File: config.mk
export PLATFORM = sky130hd
export DESIGN_NAME = spi_ram_master
export DESIGN_NICKNAME = d
export VERILOG_FILES = /design/src/rtl/spi_ram_master.sv
export SDC_FILE = /design/constraint.sdc
export NUM_CORES = 1
export LEC_CHECK = 0
export ABC_CLOCK_PERIOD_IN_PS = 2350
export BUFFER_PORTS_ARGS = -buffer_cell sky130_fd_sc_hd__clkbuf_2
export CAP_MARGIN = 0
export CORE_UTILIZATION = 59
export DETAILED_ROUTE_END_ITERATION = 16
export PLACE_DENSITY_LB_ADDON = 0.2
export SLEW_MARGIN = 20
export SYNTH_ARGS = -nofsm -noshare
export SYNTH_HDL_FRONTEND = slang
export SYNTH_SLANG_ARGS = --single-unit
File: constraint.sdc
create_clock -name clk -period 2.35 [get_ports clk]
set_input_delay 0.1175 -clock clk [delete_from_list [all_inputs] [get_ports clk]]
set_output_delay 0.1175 -clock clk [all_outputs]
set_load 0.03 [all_outputs]
File: src/rtl/spi_ram_master.sv
// spi_ram_master: turns byte read/write requests into SPI RAM frames.
// Ports: clk/rst, req_* (valid/ready), rsp_* pulse, SS_n/MOSI/MISO.
module spi_ram_master #(
  parameter int GAP_CYCLES  = 2,
  parameter int TURN_CYCLES = 1,
  parameter int ADDR_CACHE  = 1
) (
  input  logic       clk,
  input  logic       rst,
  input  logic       req_valid,
  output logic       req_ready,
  input  logic       req_we,
  input  logic [7:0] req_addr,
  input  logic [7:0] req_wdata,
  output logic       rsp_valid,
  output logic [7:0] rsp_rdata,
  output logic       SS_n,
  output logic       MOSI,
  input  logic       MISO
);

  localparam int CMAX =
    (GAP_CYCLES > TURN_CYCLES) ?
    GAP_CYCLES : TURN_CYCLES;
  localparam int CW = $clog2(CMAX + 1) + 1;
  localparam logic [CW-1:0] GAP_SAT =
    CW'(GAP_CYCLES);
  localparam logic [CW-1:0] GAP_M1 =
    CW'(GAP_CYCLES - 1);
  localparam logic [CW-1:0] TURN_M1 =
    CW'(TURN_CYCLES - 1);

  typedef enum logic [2:0] {
    IDLE,
    AFRAME,
    GAP,
    DFRAME,
    TURN,
    RX,
    RESP
  } state_t;

  state_t state, state_nx;

  logic [3:0]    bit_cnt, bit_cnt_nx;
  logic [CW-1:0] turn_cnt, turn_cnt_nx;
  logic [CW-1:0] hi_cnt;
  logic          a_pend, a_pend_nx;
  logic          we_q;
  logic [7:0]    addr_q, wdata_q;
  logic [10:0]   tx_sh, tx_sh_nx;
  logic [7:0]    rx_sh, rx_sh_nx;
  logic          wr_vld, rd_vld;
  logic [7:0]    last_wr, last_rd;
  logic          ss_n_nx, mosi_nx;
  logic          rsp_valid_nx;
  logic [7:0]    rsp_rdata_nx;

  logic          accept, hit, gap_ok;
  logic          launch, a_done;
  logic          src_we;
  logic [7:0]    src_addr, src_wdata;
  logic [10:0]   a_frame, d_frame;

  assign accept = (state == IDLE) &&
                  req_valid && req_ready;

  // Frame contents must be ready on the
  // accept edge, before fields are captured.
  assign src_we    = accept ? req_we    : we_q;
  assign src_addr  = accept ? req_addr  : addr_q;
  assign src_wdata = accept ? req_wdata : wdata_q;

  assign a_frame = {
    src_we ? 3'b000 : 3'b110, src_addr};
  assign d_frame = src_we ?
    {3'b001, src_wdata} : {3'b111, 8'h00};

  assign hit = (ADDR_CACHE != 0) && (req_we ?
    (wr_vld && (last_wr == req_addr)) :
    (rd_vld && (last_rd == req_addr)));

  // hi_cnt counts SS_n-high cycles before
  // this one; this cycle is high too.
  assign gap_ok = (hi_cnt >= GAP_M1);

  assign a_done = (state == AFRAME) &&
                  (bit_cnt == 4'd10);

  always_comb begin
    state_nx     = state;
    bit_cnt_nx   = bit_cnt;
    turn_cnt_nx  = turn_cnt;
    a_pend_nx    = a_pend;
    tx_sh_nx     = tx_sh;
    rx_sh_nx     = rx_sh;
    ss_n_nx      = 1'b1;
    mosi_nx      = 1'b0;
    rsp_valid_nx = 1'b0;
    rsp_rdata_nx = rsp_rdata;
    launch       = 1'b0;
    unique case (state)
      IDLE: begin
        if (accept) begin
          a_pend_nx = ~hit;
          if (gap_ok) launch = 1'b1;
          else state_nx = GAP;
        end
      end
      AFRAME: begin
        ss_n_nx    = 1'b0;
        mosi_nx    = tx_sh[10];
        tx_sh_nx   = {tx_sh[9:0], 1'b0};
        bit_cnt_nx = bit_cnt + 4'd1;
        if (bit_cnt == 4'd10) begin
          ss_n_nx   = 1'b1;
          mosi_nx   = 1'b0;
          a_pend_nx = 1'b0;
          state_nx  = GAP;
        end
      end
      GAP: begin
        if (gap_ok) launch = 1'b1;
      end
      DFRAME: begin
        ss_n_nx    = 1'b0;
        mosi_nx    = tx_sh[10];
        tx_sh_nx   = {tx_sh[9:0], 1'b0};
        bit_cnt_nx = bit_cnt + 4'd1;
        if (bit_cnt == 4'd10) begin
          mosi_nx = 1'b0;
          if (we_q) begin
            ss_n_nx      = 1'b1;
            state_nx     = RESP;
            rsp_valid_nx = 1'b1;
            rsp_rdata_nx = 8'h00;
          end else if (TURN_CYCLES == 0) begin
            state_nx   = RX;
            bit_cnt_nx = 4'd0;
          end else begin
            state_nx    = TURN;
            turn_cnt_nx = '0;
          end
        end
      end
      TURN: begin
        ss_n_nx     = 1'b0;
        turn_cnt_nx = turn_cnt + 1'b1;
        if (turn_cnt == TURN_M1) begin
          state_nx   = RX;
          bit_cnt_nx = 4'd0;
        end
      end
      RX: begin
        ss_n_nx    = 1'b0;
        rx_sh_nx   = {rx_sh[6:0], MISO};
        bit_cnt_nx = bit_cnt + 4'd1;
        if (bit_cnt == 4'd7) begin
          ss_n_nx      = 1'b1;
          state_nx     = RESP;
          rsp_valid_nx = 1'b1;
          rsp_rdata_nx = {rx_sh[6:0], MISO};
        end
      end
      RESP: begin
        state_nx = IDLE;
      end
      default: begin
        state_nx = IDLE;
      end
    endcase
    // Bit 0 goes out on the launch edge so
    // SS_n falls with valid data.
    if (launch) begin
      ss_n_nx    = 1'b0;
      bit_cnt_nx = 4'd0;
      if (a_pend_nx) begin
        state_nx = AFRAME;
        mosi_nx  = a_frame[10];
        tx_sh_nx = {a_frame[9:0], 1'b0};
      end else begin
        state_nx = DFRAME;
        mosi_nx  = d_frame[10];
        tx_sh_nx = {d_frame[9:0], 1'b0};
      end
    end
  end

  always_ff @(posedge clk or posedge rst) begin
    if (rst) begin
      state     <= IDLE;
      bit_cnt   <= 4'd0;
      turn_cnt  <= '0;
      a_pend    <= 1'b0;
      tx_sh     <= '0;
      rx_sh     <= '0;
      SS_n      <= 1'b1;
      MOSI      <= 1'b0;
      rsp_valid <= 1'b0;
      rsp_rdata <= 8'h00;
      req_ready <= 1'b0;
    end else begin
      state     <= state_nx;
      bit_cnt   <= bit_cnt_nx;
      turn_cnt  <= turn_cnt_nx;
      a_pend    <= a_pend_nx;
      tx_sh     <= tx_sh_nx;
      rx_sh     <= rx_sh_nx;
      SS_n      <= ss_n_nx;
      MOSI      <= mosi_nx;
      rsp_valid <= rsp_valid_nx;
      rsp_rdata <= rsp_rdata_nx;
      req_ready <= (state_nx == IDLE);
    end
  end

  always_ff @(posedge clk or posedge rst) begin
    if (rst) begin
      we_q    <= 1'b0;
      addr_q  <= 8'h00;
      wdata_q <= 8'h00;
    end else if (accept) begin
      we_q    <= req_we;
      addr_q  <= req_addr;
      wdata_q <= req_wdata;
    end
  end

  always_ff @(posedge clk or posedge rst) begin
    if (rst) begin
      hi_cnt <= GAP_SAT;
    end else if (!SS_n) begin
      hi_cnt <= '0;
    end else if (hi_cnt < GAP_SAT) begin
      hi_cnt <= hi_cnt + 1'b1;
    end
  end

  // Cache only trusts an address frame the
  // slave has fully received.
  always_ff @(posedge clk or posedge rst) begin
    if (rst) begin
      wr_vld  <= 1'b0;
      rd_vld  <= 1'b0;
      last_wr <= 8'h00;
      last_rd <= 8'h00;
    end else if (a_done) begin
      if (we_q) begin
        wr_vld  <= 1'b1;
        last_wr <= addr_q;
      end else begin
        rd_vld  <= 1'b1;
        last_rd <= addr_q;
      end
    end
  end

endmodule

==> flow_metrics.py <==
metrics = {
    "detailed_routing": {
        "via_per_inst": 5.994,
        "route.detailed.drc": 0,
        "antenna_left": 0,
        "wirelength_mm": 7.898,
        "wl_per_cell_um": 16.63,
        "first_pass_iters": 5,
        "initialDrtViolationCount": 157,
        "num_vias": 2847,
    },
    "synthesis": {
        "syn_area_sq_um": 3857,
        "syn_avg_cell_area_sq_um": 10.96,
        "synth_seq_cells": 78,
        "yosysMostFrequentCell": "dfrtp_1",
        "seq_area_frac_synth_pct": 50.66,
        "synthTopCellsByArea": "dfrtp_1 49%, mux2_2 10%, nand2_1 5.2%",
        "synth_commonest_cells": "76 x dfrtp_1, 53 x nand2_1, 35 x mux2_2",
        "yosys.area.top_type": "dfrtp_1",
        "postSynthCellCount": 352,
        "synth_top_area_share_pct": 49.30,
        "ys_warn_count": 0,
        "syn_nets": 379,
        "synth-edff-count": 0,
        "synthArstFlopShare_pct": 100.0,
        "synth_cell_type_count": 46,
        "ys.flop_type": "dfrtp_1",
    },
    "timing": {
        "slew_headroom_pct": 58.45,
        "hold_viol": 0,
        "rsz0062_at_grt": "false",
        "fin_crit_sh_pct": 91.17,
        "layout_min_cycle_time_ns": 2.142,
        "tns_ns": 0,
        "setup_viol": 0,
        "finalMaxSlewViolations": 0,
        "fmax_mhz": 466.8,
        "finalClockSkew_ns": 0.007875,
        "tightest_slew_ns": 0.6186,
    },
    "pwr": {
        "leakage_nw": 2.136,
        "power_switching_mw": 1.914,
        "p_comb_share_pct": 36.4,
        "irDropWorstVdd_mv": 0.7272,
        "p_seq_share_pct": 45.7,
        "p_per_area_nw_per_um2": 1155,
        "internal_power_mw": 3.095,
        "p_clk_share_pct": 17.9,
        "switching_share_pct": 38.21,
    },
    "cts": {
        "clk_latency_ns": 0.35,
        "cts.htree.levels": 3,
        "postCtsSetupBuffers": 0,
        "clock_sinks": 78,
        "path_clk_slew_ns": 0.08,
        "cts_root_buffer": "clkbuf_8",
        "cts_tree": "done",
        "numCtsBuffers": 9,
        "cts_buffer_depth": 2,
    },
    "layout": {
        "fillers": 511,
        "final_core_util_pct": 68.67,
        "multi_input_comb_area_sq_um": 1807,
        "finalNetCount": 420,
        "final_area_sq_um": 4335,
        "area_growth_pct": 12.39,
        "diodes": 0,
        "register_area_sq_um": 1954,
        "drive_gt1_share_pct": 27.39,
    },
    "global_routing": {
        "gr-usage-all-layers_pct": 24.93,
        "grt_max_degree": 43,
        "grt_pass1_wl_mm": 13.59,
        "grt_pass1_vias": 2777,
        "overflow": 0,
        "antenna_found_initial": 0,
    },
    "setup_path": {
        "path_max_fanout": 7,
        "cp-start-kind": "flop",
        "r2r_start": "bit_cnt[0]",
        "crit_required_ns": 2.59,
        "r2r_end": "tx_sh[4]",
        "arrival_ns": 2.38,
        "rr_worst_depth": 7,
        "crit_type": "reg2reg",
        "end_kind": "flop",
        "reg2reg_slack_ns": 0.21,
        "cp-startpoint": "bit_cnt[0]",
    },
    "hold_path": {
        "hold_end": "rx_sh[0]",
        "hold_path_depth": 3,
        "min_path_type": "in2reg",
        "holdCritStartpoint": "MISO",
    },
    "die": {
        "die_h_um": 82.86,
        "rows": 29,
        "core-area_sq_um": 6314,
        "die_area_sq_um": 6866,
        "start_util_pct": 61.10,
        "fp.dieW_um": 82.86,
        "ios": 33,
    },
    "placement": {
        "hpwl_mm": 5.462,
        "globalplace.congestion": 0.8432,
        "port-buffer-count": 32,
        "dpl-instance-area_sq_um": 4140,
    },
    "outcome": {
        "outcome": "finished, final reports clean",
    },
    "flow_run": {
        "drv_cap": 0,
    },
}
-- worst max-delay path by stage --
stage / to / slack (ns) / depth (start not counted)
floorplan: MOSI / 0.24 / 1
global placement: tx_sh[9] / 0.30 / 7
detailed placement: tx_sh[4] / 0.18 / 8
CTS: tx_sh[4] / 0.12 / 8
global route: tx_sh[3] / 0.02 / 7
finish: tx_sh[4] / 0.21 / 7
-- power by group through the flow --
stage	Combinational (mW)	Clock (mW)	Sequential, mW
2_1_floorplan	1.29	0	2.28
3_3_place_gp	1.74	0	2.27
3_5_place_dp	1.80	0	2.30
4_1_cts	1.82	0.922	2.28
5_1_grt	2.02	0.971	2.36
6_report	1.82	0.898	2.29
-- logic make-up (layout without fill, tap and decap cells) --
kind of cell,after synthesis,after routing,synth area share (%)
compound gates,64,64,11.16
xor+xnor,18,18,4.087
fa+ha+maj,6,6,1.946
buf+inv,24,70,2.887
flops,78,78,50.66
mux,51,51,14.37
simple gates,111,111,14.89
-- worst max-delay path, stage by stage (launching register included) --
cell,delay (ns)
dfrtp_1,0.41
inv_1,0.06
ha_1,0.22
nand4b_1,0.13
a21boi_0,0.17
o2111ai_1,0.55
o32ai_1,0.21
o32ai_1,0.28
-- registers in the layout, indices dropped and copies added, names as in the netlist, 3 cells and up --
name,cells
rx_sh,7
wdata_q,8
bit_cnt,4
addr_q,8
last_rd,8
hi_cnt,3
tx_sh,10
turn_cnt,3
rsp_rdata,8
last_wr,8
state,3
-- cell type report --
cell class              instances  share of cell area [%]
clock buffers                  11                   3.261
clock inverters                 5                  0.8081
inverters                       7                  0.6061
multi-input cells             250                   41.67
flip-flops and latches         78                   45.08
well taps                      77                   2.222
repair buffers                 47                   6.349
-- timing repair --
action / 4_1_cts / 5_1_grt
setup endpoints to repair: 0 / 5
hold buffers: 1 / 0
resized for setup: 0 / 1
hold endpoints to repair: 76 / 0
-- per-stage QoR --
step                      cells  setup WS (ns)  hold WS, ns  total power [mW]
after floorplan             352         0.2408       0.2679             3.576
after global placement      458         0.2963     -0.04983             4.014
after detailed placement    458         0.1836     -0.05015             4.101
after CTS                   475         0.1199     0.003493             5.018
after global routing        475        0.02016      0.01375             5.344
final                       475         0.2076      0.01385             5.009
-- placed cells by master, fill, tap and decap left out, types with 11 or more instances in the layout --
| master | count |
|---|---|
| buf_4 | 14 |
| clkbuf_2 | 32 |
| dfrtp_1 | 76 |
| mux2_2 | 35 |
| mux2i_1 | 16 |
| nand2_1 | 53 |
| nand3_1 | 11 |
| o21ai_0 | 25 |
| o32ai_1 | 16 |
| xor2_1 | 17 |
-- metal layers --
metal / part of all wire, % / vias to the layer above / global-route usage [%]
met3: 3.9 / 18 / 5.070
met5: 0 / - / 0
met4: 2.3 / 0 / 9.561
met1: 44 / 1400 / 33.51
li1: - / 1351 / -
met2: 50 / 78 / 40.09
Note: power is estimated with default switching activity, not from simulation.
